`src/rtl/multi_cycle_control_pkg.sv`:
```
// multi_cycle_control_pkg
//   Shared definitions for the multi-cycle RISC-V control path:
//   - ALU operation codes (must stay bit-identical with the ALU)
//   - RV32 major opcodes recognised by the controller
//   - FSM state encoding (3 bits)
//   - Datapath mux select encodings
//   - ctrl_t: the full bundle of control outputs, so every state only
//     has to override the fields it drives
package multi_cycle_control_pkg;

  localparam int OPCODE_W_P = 7;
  localparam int ALU_OP_W_P = 4;

  // ALU operation codes
  localparam logic [ALU_OP_W_P-1:0] ALU_ADD = 4'd0;
  localparam logic [ALU_OP_W_P-1:0] ALU_SUB = 4'd1;
  localparam logic [ALU_OP_W_P-1:0] ALU_OR  = 4'd2;
  localparam logic [ALU_OP_W_P-1:0] ALU_AND = 4'd3;
  localparam logic [ALU_OP_W_P-1:0] ALU_SLL = 4'd4;
  localparam logic [ALU_OP_W_P-1:0] ALU_SRL = 4'd5;
  localparam logic [ALU_OP_W_P-1:0] ALU_XOR = 4'd6;
  localparam logic [ALU_OP_W_P-1:0] ALU_BEQ = 4'd7;
  localparam logic [ALU_OP_W_P-1:0] ALU_BNE = 4'd8;
  localparam logic [ALU_OP_W_P-1:0] ALU_BLT = 4'd9;
  localparam logic [ALU_OP_W_P-1:0] ALU_BGE = 4'd10;

  // Major opcodes
  localparam logic [OPCODE_W_P-1:0] OP_R      = 7'b0110011;
  localparam logic [OPCODE_W_P-1:0] OP_I      = 7'b0010011;
  localparam logic [OPCODE_W_P-1:0] OP_LOAD   = 7'b0000011;
  localparam logic [OPCODE_W_P-1:0] OP_STORE  = 7'b0100011;
  localparam logic [OPCODE_W_P-1:0] OP_BRANCH = 7'b1100011;
  localparam logic [OPCODE_W_P-1:0] OP_JAL    = 7'b1101111;
  localparam logic [OPCODE_W_P-1:0] OP_JALR   = 7'b1100111;
  localparam logic [OPCODE_W_P-1:0] OP_ECALL  = 7'b1110011;

  // Mux select encodings
  localparam logic       SRC_A_PC   = 1'b0;
  localparam logic       SRC_A_RS1  = 1'b1;
  localparam logic [1:0] SRC_B_RS2  = 2'd0;
  localparam logic [1:0] SRC_B_4    = 2'd1;
  localparam logic [1:0] SRC_B_IMM  = 2'd2;
  localparam logic [1:0] WB_ALUOUT  = 2'd0;
  localparam logic [1:0] WB_MDR     = 2'd1;
  localparam logic [1:0] WB_ALU     = 2'd2;
  localparam logic       PCS_ALU    = 1'b0;
  localparam logic       PCS_ALUOUT = 1'b1;

  typedef enum logic [2:0] {
    S_IF    = 3'd0,
    S_ID    = 3'd1,
    S_EX    = 3'd2,
    S_MEM   = 3'd3,
    S_WB    = 3'd4,
    S_BR_NT = 3'd5,
    S_HALT  = 3'd6
  } state_e;

  typedef struct packed {
    logic [ALU_OP_W_P-1:0] alu_op;
    logic                  alu_src_a;
    logic [1:0]            alu_src_b;
    logic                  i_or_d;
    logic                  mem_read;
    logic                  mem_write;
    logic                  ir_write;
    logic                  reg_write;
    logic [1:0]            wb_src;
    logic                  pc_write;
    logic                  pc_source;
    logic                  halted;
  } ctrl_t;

  // Opcodes that get past ID; ECALL is recognised but stops the machine.
  function automatic logic is_exec_op(logic [OPCODE_W_P-1:0] op);
    return (op == OP_R)      || (op == OP_I)   || (op == OP_LOAD) ||
           (op == OP_STORE)  || (op == OP_BRANCH) ||
           (op == OP_JAL)    || (op == OP_JALR);
  endfunction

  // Sequential PC advance: ALU computes PC+4 and the result goes to PC.
  function automatic ctrl_t ctrl_pc_plus4(ctrl_t c);
    ctrl_t r;
    r           = c;
    r.alu_src_a = SRC_A_PC;
    r.alu_src_b = SRC_B_4;
    r.alu_op    = ALU_ADD;
    r.pc_write  = 1'b1;
    r.pc_source = PCS_ALU;
    return r;
  endfunction

endpackage

```
`src/rtl/multi_cycle_control_alu_control_unit.sv`:
```
// alu_control_unit
//   Combinational ALU-operation decode from the instruction fields.
//   Ports:
//     i_opcode  IR[6:0]
//     i_funct3  IR[14:12]
//     i_funct7  IR[31:25] (only bit 5 is meaningful)
//     o_alu_op  ALU operation for the EX stage
//     o_illegal funct combination (or opcode) the EX stage cannot execute
module alu_control_unit
  import multi_cycle_control_pkg::*;
(
  input  logic [OPCODE_W_P-1:0] i_opcode,
  input  logic [2:0]            i_funct3,
  input  logic [6:0]            i_funct7,
  output logic [ALU_OP_W_P-1:0] o_alu_op,
  output logic                  o_illegal
);

  logic w_alt;       // funct7[5]: SUB / arithmetic-shift selector
  logic w_unused_f7;

  assign w_alt       = i_funct7[5];
  assign w_unused_f7 = ^{i_funct7[6], i_funct7[4:0]};

  always_comb begin
    o_alu_op  = ALU_ADD;
    o_illegal = 1'b0;
    case (i_opcode)
      OP_R, OP_I: begin
        case (i_funct3)
          3'b000: o_alu_op = (i_opcode == OP_R && w_alt) ? ALU_SUB : ALU_ADD;
          3'b001: o_alu_op = ALU_SLL;
          3'b100: o_alu_op = ALU_XOR;
          3'b101: begin
            // Arithmetic right shift is not supported by the ALU.
            if (w_alt) o_illegal = 1'b1;
            else       o_alu_op  = ALU_SRL;
          end
          3'b110: o_alu_op = ALU_OR;
          3'b111: o_alu_op = ALU_AND;
          default: o_illegal = 1'b1; // SLT/SLTU not supported
        endcase
      end
      OP_BRANCH: begin
        case (i_funct3)
          3'b000:  o_alu_op  = ALU_BEQ;
          3'b001:  o_alu_op  = ALU_BNE;
          3'b100:  o_alu_op  = ALU_BLT;
          3'b101:  o_alu_op  = ALU_BGE;
          default: o_illegal = 1'b1;  // unsigned compares not supported
        endcase
      end
      // Address generation and link computation are plain adds.
      OP_LOAD, OP_STORE, OP_JAL, OP_JALR: o_alu_op = ALU_ADD;
      default: o_illegal = 1'b1;
    endcase
  end

endmodule

```
`src/rtl/multi_cycle_control.sv`:
```
// multi_cycle_control
//   Multi-cycle RISC-V control FSM (IF/ID/EX/MEM/WB + BR_NT + HALT).
//   Drives the ALU op and datapath mux selects, resolves branches from
//   alu_bcond, and handshakes with a variable-latency memory via mem_ready.
//   Ports:
//     clk, reset_n         clock, async active-low reset
//     opcode/funct3/funct7 instruction fields from IR
//     alu_bcond            branch condition from the ALU
//     mem_ready            memory completes the current access this cycle
//     alu_op               ALU operation code
//     alu_src_a/_b         ALU operand selects
//     i_or_d               memory address select (PC / ALUOut)
//     mem_read/mem_write   memory requests
//     ir_write             load IR (and MDR)
//     reg_write, wb_src    register-file write enable / data select
//     pc_write, pc_source  PC write enable / next-PC select
//     halted               sticky stop flag
module multi_cycle_control
  import multi_cycle_control_pkg::*;
#(
  parameter int OPCODE_W = 7,
  parameter int ALU_OP_W = 4   // must equal the ALU's op width
) (
  input  logic                clk,
  input  logic                reset_n,
  input  logic [OPCODE_W-1:0] opcode,
  input  logic [2:0]          funct3,
  input  logic [6:0]          funct7,
  input  logic                alu_bcond,
  input  logic                mem_ready,
  output logic [ALU_OP_W-1:0] alu_op,
  output logic                alu_src_a,
  output logic [1:0]          alu_src_b,
  output logic                i_or_d,
  output logic                mem_read,
  output logic                mem_write,
  output logic                ir_write,
  output logic                reg_write,
  output logic [1:0]          wb_src,
  output logic                pc_write,
  output logic                pc_source,
  output logic                halted
);

  state_e                r_state;
  state_e                w_next;
  ctrl_t                 w_ctrl;
  ctrl_t                 w_out;
  logic [ALU_OP_W_P-1:0] w_alu_op;
  logic                  w_illegal;

  alu_control_unit u_alu_ctrl (
    .i_opcode  (opcode),
    .i_funct3  (funct3),
    .i_funct7  (funct7),
    .o_alu_op  (w_alu_op),
    .o_illegal (w_illegal)
  );

  always_ff @(posedge clk or negedge reset_n) begin
    if (!reset_n) r_state <= S_IF;
    else          r_state <= w_next;
  end

  always_comb begin
    w_next = r_state;
    w_ctrl = '0;
    case (r_state)
      S_IF: begin
        w_ctrl.mem_read = 1'b1;
        w_ctrl.i_or_d   = 1'b0;
        if (mem_ready) begin
          w_ctrl.ir_write = 1'b1;
          w_next          = S_ID;
        end
      end

      S_ID: begin
        // Speculative branch target PC+imm lands in ALUOut.
        w_ctrl.alu_src_a = SRC_A_PC;
        w_ctrl.alu_src_b = SRC_B_IMM;
        w_ctrl.alu_op    = ALU_ADD;
        w_next           = is_exec_op(opcode) ? S_EX : S_HALT;
      end

      S_EX: begin
        if (w_illegal) begin
          w_next = S_HALT;
        end else begin
          case (opcode)
            OP_R, OP_I: begin
              w_ctrl.alu_src_a = SRC_A_RS1;
              w_ctrl.alu_src_b = (opcode == OP_R) ? SRC_B_RS2 : SRC_B_IMM;
              w_ctrl.alu_op    = w_alu_op;
              w_next           = S_WB;
            end
            OP_LOAD, OP_STORE: begin
              w_ctrl.alu_src_a = SRC_A_RS1;
              w_ctrl.alu_src_b = SRC_B_IMM;
              w_ctrl.alu_op    = ALU_ADD;
              w_next           = S_MEM;
            end
            OP_BRANCH: begin
              w_ctrl.alu_src_a = SRC_A_RS1;
              w_ctrl.alu_src_b = SRC_B_RS2;
              w_ctrl.alu_op    = w_alu_op;
              if (alu_bcond) begin
                // Taken: target computed during ID is waiting in ALUOut.
                w_ctrl.pc_write  = 1'b1;
                w_ctrl.pc_source = PCS_ALUOUT;
                w_next           = S_IF;
              end else begin
                w_next = S_BR_NT;
              end
            end
            OP_JAL: begin
              // Link PC+4 straight from the ALU; jump to ALUOut (PC+imm).
              w_ctrl           = ctrl_pc_plus4(w_ctrl);
              w_ctrl.reg_write = 1'b1;
              w_ctrl.wb_src    = WB_ALU;
              w_ctrl.pc_source = PCS_ALUOUT;
              w_next           = S_IF;
            end
            OP_JALR: begin
              w_ctrl.alu_src_a = SRC_A_RS1;
              w_ctrl.alu_src_b = SRC_B_IMM;
              w_ctrl.alu_op    = ALU_ADD;
              w_next           = S_WB;
            end
            default: w_next = S_HALT;
          endcase
        end
      end

      S_MEM: begin
        w_ctrl.i_or_d = 1'b1;
        if (opcode == OP_LOAD) begin
          w_ctrl.mem_read = 1'b1;
          if (mem_ready) w_next = S_WB;   // MDR captures the data
        end else if (opcode == OP_STORE) begin
          w_ctrl.mem_write = 1'b1;
          if (mem_ready) begin
            w_ctrl = ctrl_pc_plus4(w_ctrl);
            w_next = S_IF;
          end
        end else begin
          w_next = S_HALT;
        end
      end

      S_WB: begin
        w_ctrl           = ctrl_pc_plus4(w_ctrl);
        w_ctrl.reg_write = 1'b1;
        case (opcode)
          OP_LOAD: w_ctrl.wb_src = WB_MDR;
          OP_JALR: begin
            // rd gets PC+4 from the ALU; the target (rs1+imm) is in ALUOut.
            w_ctrl.wb_src    = WB_ALU;
            w_ctrl.pc_source = PCS_ALUOUT;
          end
          default: w_ctrl.wb_src = WB_ALUOUT;
        endcase
        w_next = S_IF;
      end

      S_BR_NT: begin
        w_ctrl = ctrl_pc_plus4(w_ctrl);
        w_next = S_IF;
      end

      S_HALT: begin
        w_ctrl.halted = 1'b1;
      end

      default: w_next = S_HALT;
    endcase
  end

  // While reset is asserted every output is held low so an abandoned
  // instruction can never write memory, registers or PC.
  assign w_out     = reset_n ? w_ctrl : '0;

  assign alu_op    = w_out.alu_op;
  assign alu_src_a = w_out.alu_src_a;
  assign alu_src_b = w_out.alu_src_b;
  assign i_or_d    = w_out.i_or_d;
  assign mem_read  = w_out.mem_read;
  assign mem_write = w_out.mem_write;
  assign ir_write  = w_out.ir_write;
  assign reg_write = w_out.reg_write;
  assign wb_src    = w_out.wb_src;
  assign pc_write  = w_out.pc_write;
  assign pc_source = w_out.pc_source;
  assign halted    = w_out.halted;

endmodule

```
`config.mk`:
```
export PLATFORM = sky130hd
export DESIGN_NAME = multi_cycle_control
export DESIGN_NICKNAME = d
export VERILOG_FILES = /design/src/rtl/multi_cycle_control_pkg.sv /design/src/rtl/multi_cycle_control_alu_control_unit.sv /design/src/rtl/multi_cycle_control.sv
export SDC_FILE = /design/constraint.sdc
export NUM_CORES = 1
export LEC_CHECK = 0
export BUFFER_PORTS_ARGS = -buffer_cell sky130_fd_sc_hd__buf_2
export CORE_UTILIZATION = 35
export DETAILED_ROUTE_END_ITERATION = 7
export PLACE_DENSITY = 0.65
export SYNTH_ARGS = -nofsm -noshare
export SYNTH_HDL_FRONTEND = slang
export SYNTH_SLANG_ARGS = --single-unit
```
`constraint.sdc`:
```
create_clock -name clk -period 2.98 [get_ports clk]
set_clock_uncertainty 0.15 [all_clocks]
set_input_delay 0.298 -clock clk [delete_from_list [all_inputs] [get_ports clk]]
set_output_delay 0.298 -clock clk [all_outputs]
set_load 0.01 [all_outputs]
```
==> impl_results.md, run 1 <==
* Status: completed
* Worst Path Required at 2.53 ns
* Critical Path Start: r_state[2]
* Clock slew at reported path FFs at 0.04 ns
* Worst Setup Path Type: flop to primary output
* Die footprint at 2590 sq um
* Crit path max fanout at 9
* Synth area leaders: dfrtp_1 9.0%, a21oi_1 6.6%, nor2_1 5.8%
* # diodes at 0
* Slew Limit Fails at 0
* Worst Setup Start Kind: flop
* Starting density of the core at 0.375
* Crit-path cells: nor2b_1 -> nand3_1 -> or2_1 -> nor4_1 -> buf_2
* First-pass DRT Iterations at 4
* Die H at 50.9 um
* Synth warn at 0
* EDFF count, synth at 0
* Max VDD drop at 0.146 mV
* Synth top area share at 0.0897
* Reg2Reg Depth at 5
* Finish-stage setup viols at 0
* Power Density at 170 nW/um^2
* CP arrival at 2.00 ns
* Clk_lat worst skew at 0.24 ns
* Final Power at 165 uW
* Cells after Synth at 125
* Biggest register: r_state
* Cell family with most CP delay: simple AND/OR/NAND/NOR gates
* Synthesized area at 837 sq um
* Initial antenna violation count at 0
* Max reg flops at 3
* Total gr overflow at 0
* Final worst slack at 0.535 ns
* Port Buffers at 31
* CP bufs+invs at 1
* Total number of vias at 1026
* Synth area leader: dfrtp_1
* # DRC at 0
* Reg2Reg Launch Point: r_state[0]
* Syn-to-layout area delta at 15.7%
* ANT nets after route at 0
* Biggest regs: r_state (3)
* Critical path depth at 5
* R2R setup slack at 1.32 ns
* CTS H-tree lvls at 1
* Total track usage at 0.191
* Unique masters post-synth at 46
* Post-DP HPWL at 1790 um
* Tmin final at 2.44 ns
* DR iter-0 viols at 48
* Sw Pwr at 54.0 uW
* Synth Area per Inst at 6.70 sq um
* Maxcap violations at 0
* #FFs+latches synth at 3
* Row Count at 17
* Sw Ratio at 0.327
* Post-route setup TNS at 0 ns
* Drt total wl at 2350 um
* Root buf cell: clkbuf_4
* Share of total power in the clock network at 0.444
* # resized after CTS at 0
* Critical-path top delay cell: dfrtp_1
* Period utilization at 0.820
* Die width at 50.9 um
* Core ar. at 2230 sq um
* First-pass GRT wire length at 3930 um
* Worst slew margin at 0.731
* Fmax at 0.409 GHz
* Class of the worst hold path: input pin to async pin
* Worst setup path end: alu_op[3]
* Slowest cell delay on critical path at 0.46 ns
* Sequential share of power at 0.248
* Mapped Nets at 146
* Reg-to-reg endpoint: r_state[2]
* Final Net Count at 174
* Total CTS buffers at 3
* Int Pwr at 111 uW
* Leakage power at 0.000406 uW
* Gate power share at 0.308
* Post-synth top flop: dfrtp_1
* Vias per cell at 5.70
* Post-synthesis sequential area ratio at 0.0897
* Asr flop ratio synth at 1.00
* Largest net degree at the start of global routing at 16
* Final Wtd Congestion at 0.889
* Setup Buffers After CTS at 0
* Hold Slack at 0.286 ns
* Unrepaired setup endpoints after global routing: false
* CTS Sinks at 3
* Layout cells sized above 1 at 0.289
* Vias in the first global route at 931
* Least-Margin Pin Slew at 0.400 ns
* Post-DR wirelength/cell at 13.1 um
* Ports at 38
* Crit. End Element: primary output
* Dpl ws at 0.623 ns
* CTS tree: yes
* Hold violation count in the final report at 0
* CTS Buffer Depth at 2
## power groups by stage
stage | registers, uW | clock network, uW | logic [uW]
5_1_grt | 40.9 | 84.5 | 55.7
3_3_place_gp | 41.5 | 0 | 48.0
2_1_floorplan | 41.5 | 0 | 39.3
3_5_place_dp | 41.5 | 0 | 49.1
6_report | 41.0 | 73.3 | 50.8
4_1_cts | 40.9 | 77.4 | 50.3
## worst register-to-register path, cell delays in order (launching register included)
cell and delay [ns]:
dfrtp_1 0.57, inv_1 0.16, or3_1 0.33, nor3_1 0.15, a31oi_1 0.07, o22ai_1 0.16
## metrics by stage
step           cell area (sq um)  instances  utilization
6_report                     968        180        0.434
5_1_grt                      968        180        0.434
4_1_cts                      968        180        0.434
3_5_place_dp                 932        175        0.417
3_3_place_gp                 932        175        0.417
2_1_floorplan                837        125            -
## cell families after synthesis
kind of cell              after synthesis  share of synthesized area
DFF                                     3                     0.0897
buffers and inverters                  16                      0.149
xor gates and xnor gates                1                     0.0105
AOI/OAI and AO/OA                      34                      0.275
and+or+nand+nor                        71                      0.475
## layout by cell type, fill, tap and decap left out, types with 2 or more instances in the layout
cell type	instances
nand4_1	2
nand2_1	12
nor2_1	13
dfrtp_1	3
nor4_1	3
o21ai_0	7
inv_1	6
a31oi_1	4
or2_2	2
nand2b_1	2
or3_1	3
o32a_1	2
nand3b_1	2
buf_2	31
nor3_1	7
nor2b_1	4
nand3_1	8
and3_1	2
a21oi_1	11
clkbuf_4	3
## layer usage
metal  track usage  share of wire
met4        0.0278              0
met1         0.241           0.45
met5             0              0
met3        0.0357          0.075
met2         0.340           0.48
## cells in the mapped netlist, types with 4 or more instances
cell and instances:
nor2_1 13, nand2_1 12, a21oi_1 11, nand3_1 8, nor3_1 7, o21ai_0 7
inv_1 6, a31oi_1 4, clkbuf_1 4, nor2b_1 4
## how the worst min path moves through the flow
stage / endpoint / start / slack, ns / cells after the start
after floorplan: r_state[0] / reset_n / -0.15 / 0
after global placement: r_state[2] / reset_n / -0.003 / 1
after detailed placement: r_state[2] / reset_n / -0.001 / 1
after CTS: r_state[0] / mem_ready / 0.27 / 3
after global routing: r_state[2] / reset_n / 0.29 / 2
final: r_state[1] / reset_n / 0.29 / 2
## cell type report
type,count,area (sq um)
clock buffers,4,26.3
fillers,264,1260
inverters,6,22.5
multi-input cells,106,637
flip-flops and latches,3,75.1
well taps,28,35.0
repair buffers,33,173
## timing repair
action                                  4_1_cts  5_1_grt
hold endpoints to repair                      3        0
endpoints found under the setup margin        0        0
hold buffers                                  1        0
No activity file was read; power rests on OpenSTA's default activity.
==> run 2: changes to the inputs <==
clock period = 2.4 ns   (was 2.98 ns; I/O delays follow)
==> impl_results.md, run 2 (synthesis gave the netlist of run 1 again) <==
* Status: completed (unchanged)
* Final Net Count at 179 (was 174)
* CTS H-tree lvls at 1 (unchanged)
* Port Buffers at 31 (unchanged)
* Final Wtd Congestion at 0.882 (was 0.889)
* Vias in the first global route at 1003 (was 931)
* Most frequent cells in the layout: 30 x buf_2, 13 x nor2_1, 12 x nand2_1 (was 31 x buf_2, 13 x nor2_1, 12 x nand2_1)
* Max reg flops at 3 (unchanged)
* Vias per cell at 5.70 (about the same)
* Starting density of the core at 0.375 (unchanged)
* Clock slew at reported path FFs at 0.04 ns (about the same)
* ANT nets after route at 0 (unchanged)
* Finish-stage setup viols at 0 (unchanged)
* Worst Setup Path Type: input pin to primary output (was flop to primary output)
* Int Pwr at 139 uW (was 111 uW)
* Die footprint at 2590 sq um (unchanged)
* Final Power at 207 uW (was 165 uW)
* Crit path max fanout at 11 (was 9)
* Leakage power at 0.000430 uW (was 0.000406 uW)
* Period utilization at 0.963
* DR iter-0 viols at 12 (was 48)
* Maxcap violations at 0 (unchanged)
* Worst Path Required at 2.01 ns (was 2.53 ns)
* Clk_lat worst skew at 0.24 ns (about the same)
* Hold Slack at 0.208 ns (was 0.286 ns)
* Layout Cells excl Fill at 185 (was 180)
* Least-Margin Pin Slew at 0.355 ns (was 0.400 ns)
* Hold violation count in the final report at 0 (unchanged)
* Slew Limit Fails at 0 (unchanged)
* Row Count at 17 (unchanged)
* Max VDD drop at 0.200 mV (was 0.146 mV)
* Worst slew margin at 0.761 (was 0.731)
* Share of total power in the clock network at 0.440 (was 0.444)
* Post-DP HPWL at 1990 um (was 1790 um)
* Total track usage at 0.212 (was 0.191)
* Die H at 50.9 um (unchanged)
* Largest net degree at the start of global routing at 16 (unchanged)
* Sw Pwr at 68.3 uW (was 54.0 uW)
* # DRC at 0 (unchanged)
* Placed cell area at 970 sq um (was 932 sq um)
* CTS Sinks at 3 (unchanged)
* Initial antenna violation count at 0 (unchanged)
* # diodes at 0 (unchanged)
* Tmin final at 2.31 ns
* Crit. End Element: primary output (unchanged)
* Post-DR wirelength/cell at 13.6 um (was 13.1 um)
* First-pass GRT wire length at 4290 um (was 3930 um)
* Worst Setup Start Kind: input pin (was flop)
* CTS Buffer Depth at 2 (unchanged)
* Total CTS buffers at 3 (unchanged)
* Core ar. at 2230 sq um (unchanged)
* Class of the worst hold path: input pin to flop (was input pin to async pin)
* Gate power share at 0.315 (was 0.308)
* Biggest regs: r_state (3) (unchanged)
* Syn-to-layout area delta at 21.2% (was 15.7%)
* CTS tree: yes (unchanged)
* Sequential share of power at 0.245 (was 0.248)
* Fmax at 0.433 GHz
* Die width at 50.9 um (unchanged)
* Root buf cell: clkbuf_4 (unchanged)
* Most common cell after layout, fill and taps aside: buf_2 (unchanged)
* Util after Layout at 0.454 (was 0.434)
* Final Cell Area at 1010 sq um (was 968 sq um)
* First-pass DRT Iterations at 4 (unchanged)
* Drt total wl at 2510 um (was 2350 um)
* Total number of vias at 1054 (was 1026)
* Biggest register: r_state (unchanged)
* Ports at 38 (unchanged)
* CP arrival at 1.92 ns (was 2.00 ns)
* Sw Ratio at 0.329 (was 0.327)
* Layout cells sized above 1 at 0.318 (was 0.289)
* Total gr overflow at 0 (unchanged)
* Power Density at 204 nW/um^2 (was 170 nW/um^2)
* Placed cell count at 180 (was 175)
[run 2: changes by cell type in the layout (fill, tap and decap cells not counted)]
cell	delta
buf_4	+5
buf_2	-1
clkbuf_4	+1
nor4_1	-1
nor4_2	+1
[run 2: routing by layer]
layer  GRT usage  vias to the layer above  routed length [um]
met3      0.0387                        0                 151
li1            -                      528                   -
met5           0                        -                   0
met1       0.269                      487                1140
met4      0.0417                        0                   0
met2       0.368                       39                1220
[run 2: path summary, 6_finish.rpt]
kind | from | to | slack, ns | depth (start not counted)
max in group asynchronous | reset_n | r_state[2] | 1.72 | 2
worst max-delay path | reset_n | alu_op[3] | 0.09 | 6
worst min-delay path | mem_ready | r_state[0] | 0.21 | 3
worst min register to register | r_state[2] | r_state[0] | 0.43 | 2
worst max register to register | r_state[2] | r_state[2] | 0.90 | 5
min in group asynchronous | reset_n | r_state[0] | 0.24 | 2
[run 2: metrics by stage]
step	setup WS (ns)	setup TNS, ns
floorplan	0.406	0
global route	-0.00727	-0.00727
global placement	0.288	0
finish	0.0885	0
detailed placement	0.235	0
CTS	0.0183	0
[run 2: worst max-delay path: stages]
cell and delay [ns]:
dlygate4sd3_1 0.52, clkbuf_4 0.21, nand3_1 0.19, or2_1 0.32
nor4_2 0.26, buf_2 0.17
[run 2: final cells by class]
class                   count  area (sq um)
well taps                  28          35.0
repair buffers             38           213
fillers                   249          1220
flip-flops and latches      3          75.1
multi-input cells         106           643
inverters                   6          22.5
clock buffers               4          26.3
[run 2: repair_timing]
item                                   in CTS  in global routing
buffers inserted                            0                  0
hold buffers                                1                  0
resized for setup                           0                  2
endpoints found under the hold margin       3                  0
setup endpoints to repair                   0                  1
[run 2: power by group through the flow]
| stage | Combinational, uW | Sequential (uW) | Clock (uW) |
|---|---|---|---|
| 2_1_floorplan | 48.8 | 51.5 | 0 |
| 3_3_place_gp | 60.5 | 51.5 | 0 |
| 3_5_place_dp | 62.6 | 51.5 | 0 |
| 4_1_cts | 64.0 | 50.8 | 94.6 |
| 5_1_grt | 72.8 | 50.7 | 104 |
| 6_report | 65.3 | 50.9 | 91.1 |
==> run 3: changes to the inputs <==
PLACE_DENSITY = 0.61   (was 0.65)
clock period = 2.2 ns   (was 2.4 ns; I/O delays follow)
==> impl_results.md, run 3 (synthesis gave the netlist of run 1 again) <==
* Gate power share at 0.320 (was 0.315)
* Total CTS buffers at 3 (unchanged)
* Final worst slack at 0.0946 ns (was 0.0885 ns)
* CTS H-tree lvls at 1 (unchanged)
* Biggest regs: r_state (3) (unchanged)
* ANT nets after route at 0 (unchanged)
* Sequential share of power at 0.244 (was 0.245)
* Post-DR wirelength/cell at 13.5 um (was 13.6 um)
* Clock slew at reported path FFs at 0.03 ns (was 0.04 ns)
* Layout cells sized above 1 at 0.333 (was 0.318)
* Period utilization at 0.957
* Cell family with most CP delay: simple AND/OR/NAND/NOR gates (was buffers and inverters)
* Tmin final at 2.11 ns
* Crit path max fanout at 6 (was 11)
* Int Pwr at 152 uW (was 139 uW)
* Most frequent cells in the layout: 31 x buf_2, 13 x nor2_1, 12 x nand2_1 (was 30 x buf_2, 13 x nor2_1, 12 x nand2_1)
* Largest net degree at the start of global routing at 16 (unchanged)
* First-pass GRT wire length at 4130 um (was 4290 um)
* Biggest register: r_state (unchanged)
* Most Frequent Cell on Critical Path: buf_2
* Sw Pwr at 75.3 uW (was 68.3 uW)
* Vias per cell at 5.67 (was 5.70)
* GRT met2 Usage at 0.373 (was 0.368)
* Crit. End Element: primary output (unchanged)
* Multi-input logic area at 658 sq um (was 643 sq um)
* Share of total power in the clock network at 0.436 (was 0.440)
* Total gr overflow at 0 (unchanged)
* Most common cell after layout, fill and taps aside: buf_2 (unchanged)
* Worst Path Required at 1.83 ns (was 2.01 ns)
* First-pass DRT Iterations at 4 (unchanged)
* Syn-to-layout area delta at 24.5% (was 21.2%)
* Min-delay src: mem_ready (unchanged)
* # diodes at 0 (unchanged)
* Status: completed (unchanged)
* Core ar. at 2230 sq um (unchanged)
* Reg2Reg Launch Point: r_state[1] (was r_state[2])
* Fmax at 0.475 GHz
* Crit-path cells: buf_2 -> or2b_2 -> a21oi_1 -> o221ai_2 -> or2_4 -> nor4_2 -> buf_2 (was dlygate4sd3_1 -> clkbuf_4 -> nand3_1 -> or2_1 -> nor4_2 -> buf_2)
* Hold Slack at 0.205 ns (was 0.208 ns)
* Total track usage at 0.208 (was 0.212)
* Least-Margin Pin Slew at 0.363 ns (was 0.355 ns)
* Worst slew margin at 0.756 (was 0.761)
* Layout Cells excl Fill at 187 (was 185)
* Finish-stage setup viols at 0 (unchanged)
* Sw Ratio at 0.331 (was 0.329)
* Most Crowded Layer GR: met2 (unchanged)
* Class of the worst hold path: input pin to flop (unchanged)
* FF+latch area at 75.1 sq um (unchanged)
* Slowest cell delay on critical path at 0.33 ns (was 0.52 ns)
* DR iter-0 viols at 30 (was 12)
* Die footprint at 2590 sq um (unchanged)
* Starting density of the core at 0.375 (unchanged)
* CP arrival at 1.74 ns (was 1.92 ns)
* Die width at 50.9 um (unchanged)
* Met1 usage at 0.254 (was 0.269)
* Clk_lat worst skew at 0.24 ns (about the same)
* CTS Buffer Depth at 2 (unchanged)
* # DRC at 0 (unchanged)
* Hold violation count in the final report at 0 (unchanged)
* CTS Sinks at 3 (unchanged)
* Placed cell count at 182 (was 180)
* Leakage power at 0.000441 uW (was 0.000430 uW)
* Worst Setup Start Kind: input pin (unchanged)
* Port Buffers at 31 (unchanged)
* Dpl ws at 0.102 ns (was 0.235 ns)
* Max VDD drop at 0.145 mV (was 0.200 mV)
* Ports at 38 (unchanged)
* Initial antenna violation count at 0 (unchanged)
* Maxcap violations at 0 (unchanged)
* Met3 Use GR at 0.0208 (was 0.0387)
* Setup Buffers After CTS at 0 (unchanged)
* Number of fill cells at 265 (was 249)
* Unrepaired setup endpoints after global routing: true
* CTS tree: yes (unchanged)
* CP bufs+invs at 2 (was 3)
* Critical Path Start: opcode[5] (was reset_n)
* Die H at 50.9 um (unchanged)
* Slew Limit Fails at 0 (unchanged)
* Worst Setup Path Type: input pin to primary output (unchanged)
* Critical-path top delay cell: or2b_2 (was dlygate4sd3_1)
* Post-DP HPWL at 1950 um (was 1990 um)
* Drt total wl at 2520 um (was 2510 um)
* Row Count at 17 (unchanged)
* Max reg flops at 3 (unchanged)
* Total number of vias at 1061 (was 1054)
* Final Wtd Congestion at 0.891 (was 0.882)
* Root buf cell: clkbuf_4 (unchanged)
* Final Net Count at 181 (was 179)
* Power Density at 218 nW/um^2 (was 204 nW/um^2)
* Vias in the first global route at 927 (was 1003)
## run 3: cell count changes in the layout (fill, tap and decap cells not counted)
| cell | delta |
|---|---|
| or2_1 | -1 |
| or2_4 | +1 |
| o21ai_0 | -1 |
| o21ai_1 | +1 |
| buf_2 | +1 |
| buf_4 | +2 |
| a2111oi_4 | +1 |
| clkbuf_4 | -1 |
| a2111oi_2 | -1 |
## run 3: worst paths after layout
path	end	slack, ns	cells after the start
min reg2reg	r_state[0]	0.44	2
max in group asynchronous	r_state[2]	1.45	2
min in group asynchronous	r_state[1]	0.30	2
min	r_state[0]	0.20	3
max	alu_op[3]	0.09	7
max reg2reg	r_state[2]	0.70	5
## run 3: timing repair
action / CTS / global route
endpoints found under the hold margin: 3 / 0
endpoints found under the setup margin: 0 / 3
resized for setup: 0 / 4
hold buffers: 1 / 0
## run 3: power by group through the flow
| stage | sequential (uW) | clock (uW) | combinational, uW |
|---|---|---|---|
| 2_1_floorplan | 56.2 | 0 | 53.2 |
| 3_3_place_gp | 56.2 | 0 | 67.6 |
| 3_5_place_dp | 56.2 | 0 | 70.0 |
| 4_1_cts | 55.5 | 103 | 71.6 |
| 5_1_grt | 55.4 | 110 | 80.3 |
| 6_report | 55.5 | 99.2 | 72.9 |
## run 3: cell type report
type,count,area share
Clock buffer,4,0.0252
Inverter,6,0.0216
Multi-Input combinational cell,106,0.631
Sequential cell,3,0.0720
Tap cell,28,0.0336
Timing Repair Buffer,40,0.216
## run 3: through the flow
step,TNS (ns),utilization,instance area [sq um],power (uW)
floorplan,0,-,837,109
finish,0,0.467,1040,228
global placement,0,0.441,985,124
CTS,0,0.457,1020,230
detailed placement,0,0.441,985,126
global route,-0.00624,0.467,1040,246
## run 3: tightest hold or removal path, cell delays in order
cell and delay, ns:
buf_2 0.13, a21oi_1 0.12, a21oi_1 0.07
## run 3: per-layer routing
metal | part of all wire | vias up
met5 | 0 | -
met4 | 0.0032 | 0
met3 | 0.063 | 2
met2 | 0.52 | 42
met1 | 0.41 | 484
li1 | - | 533
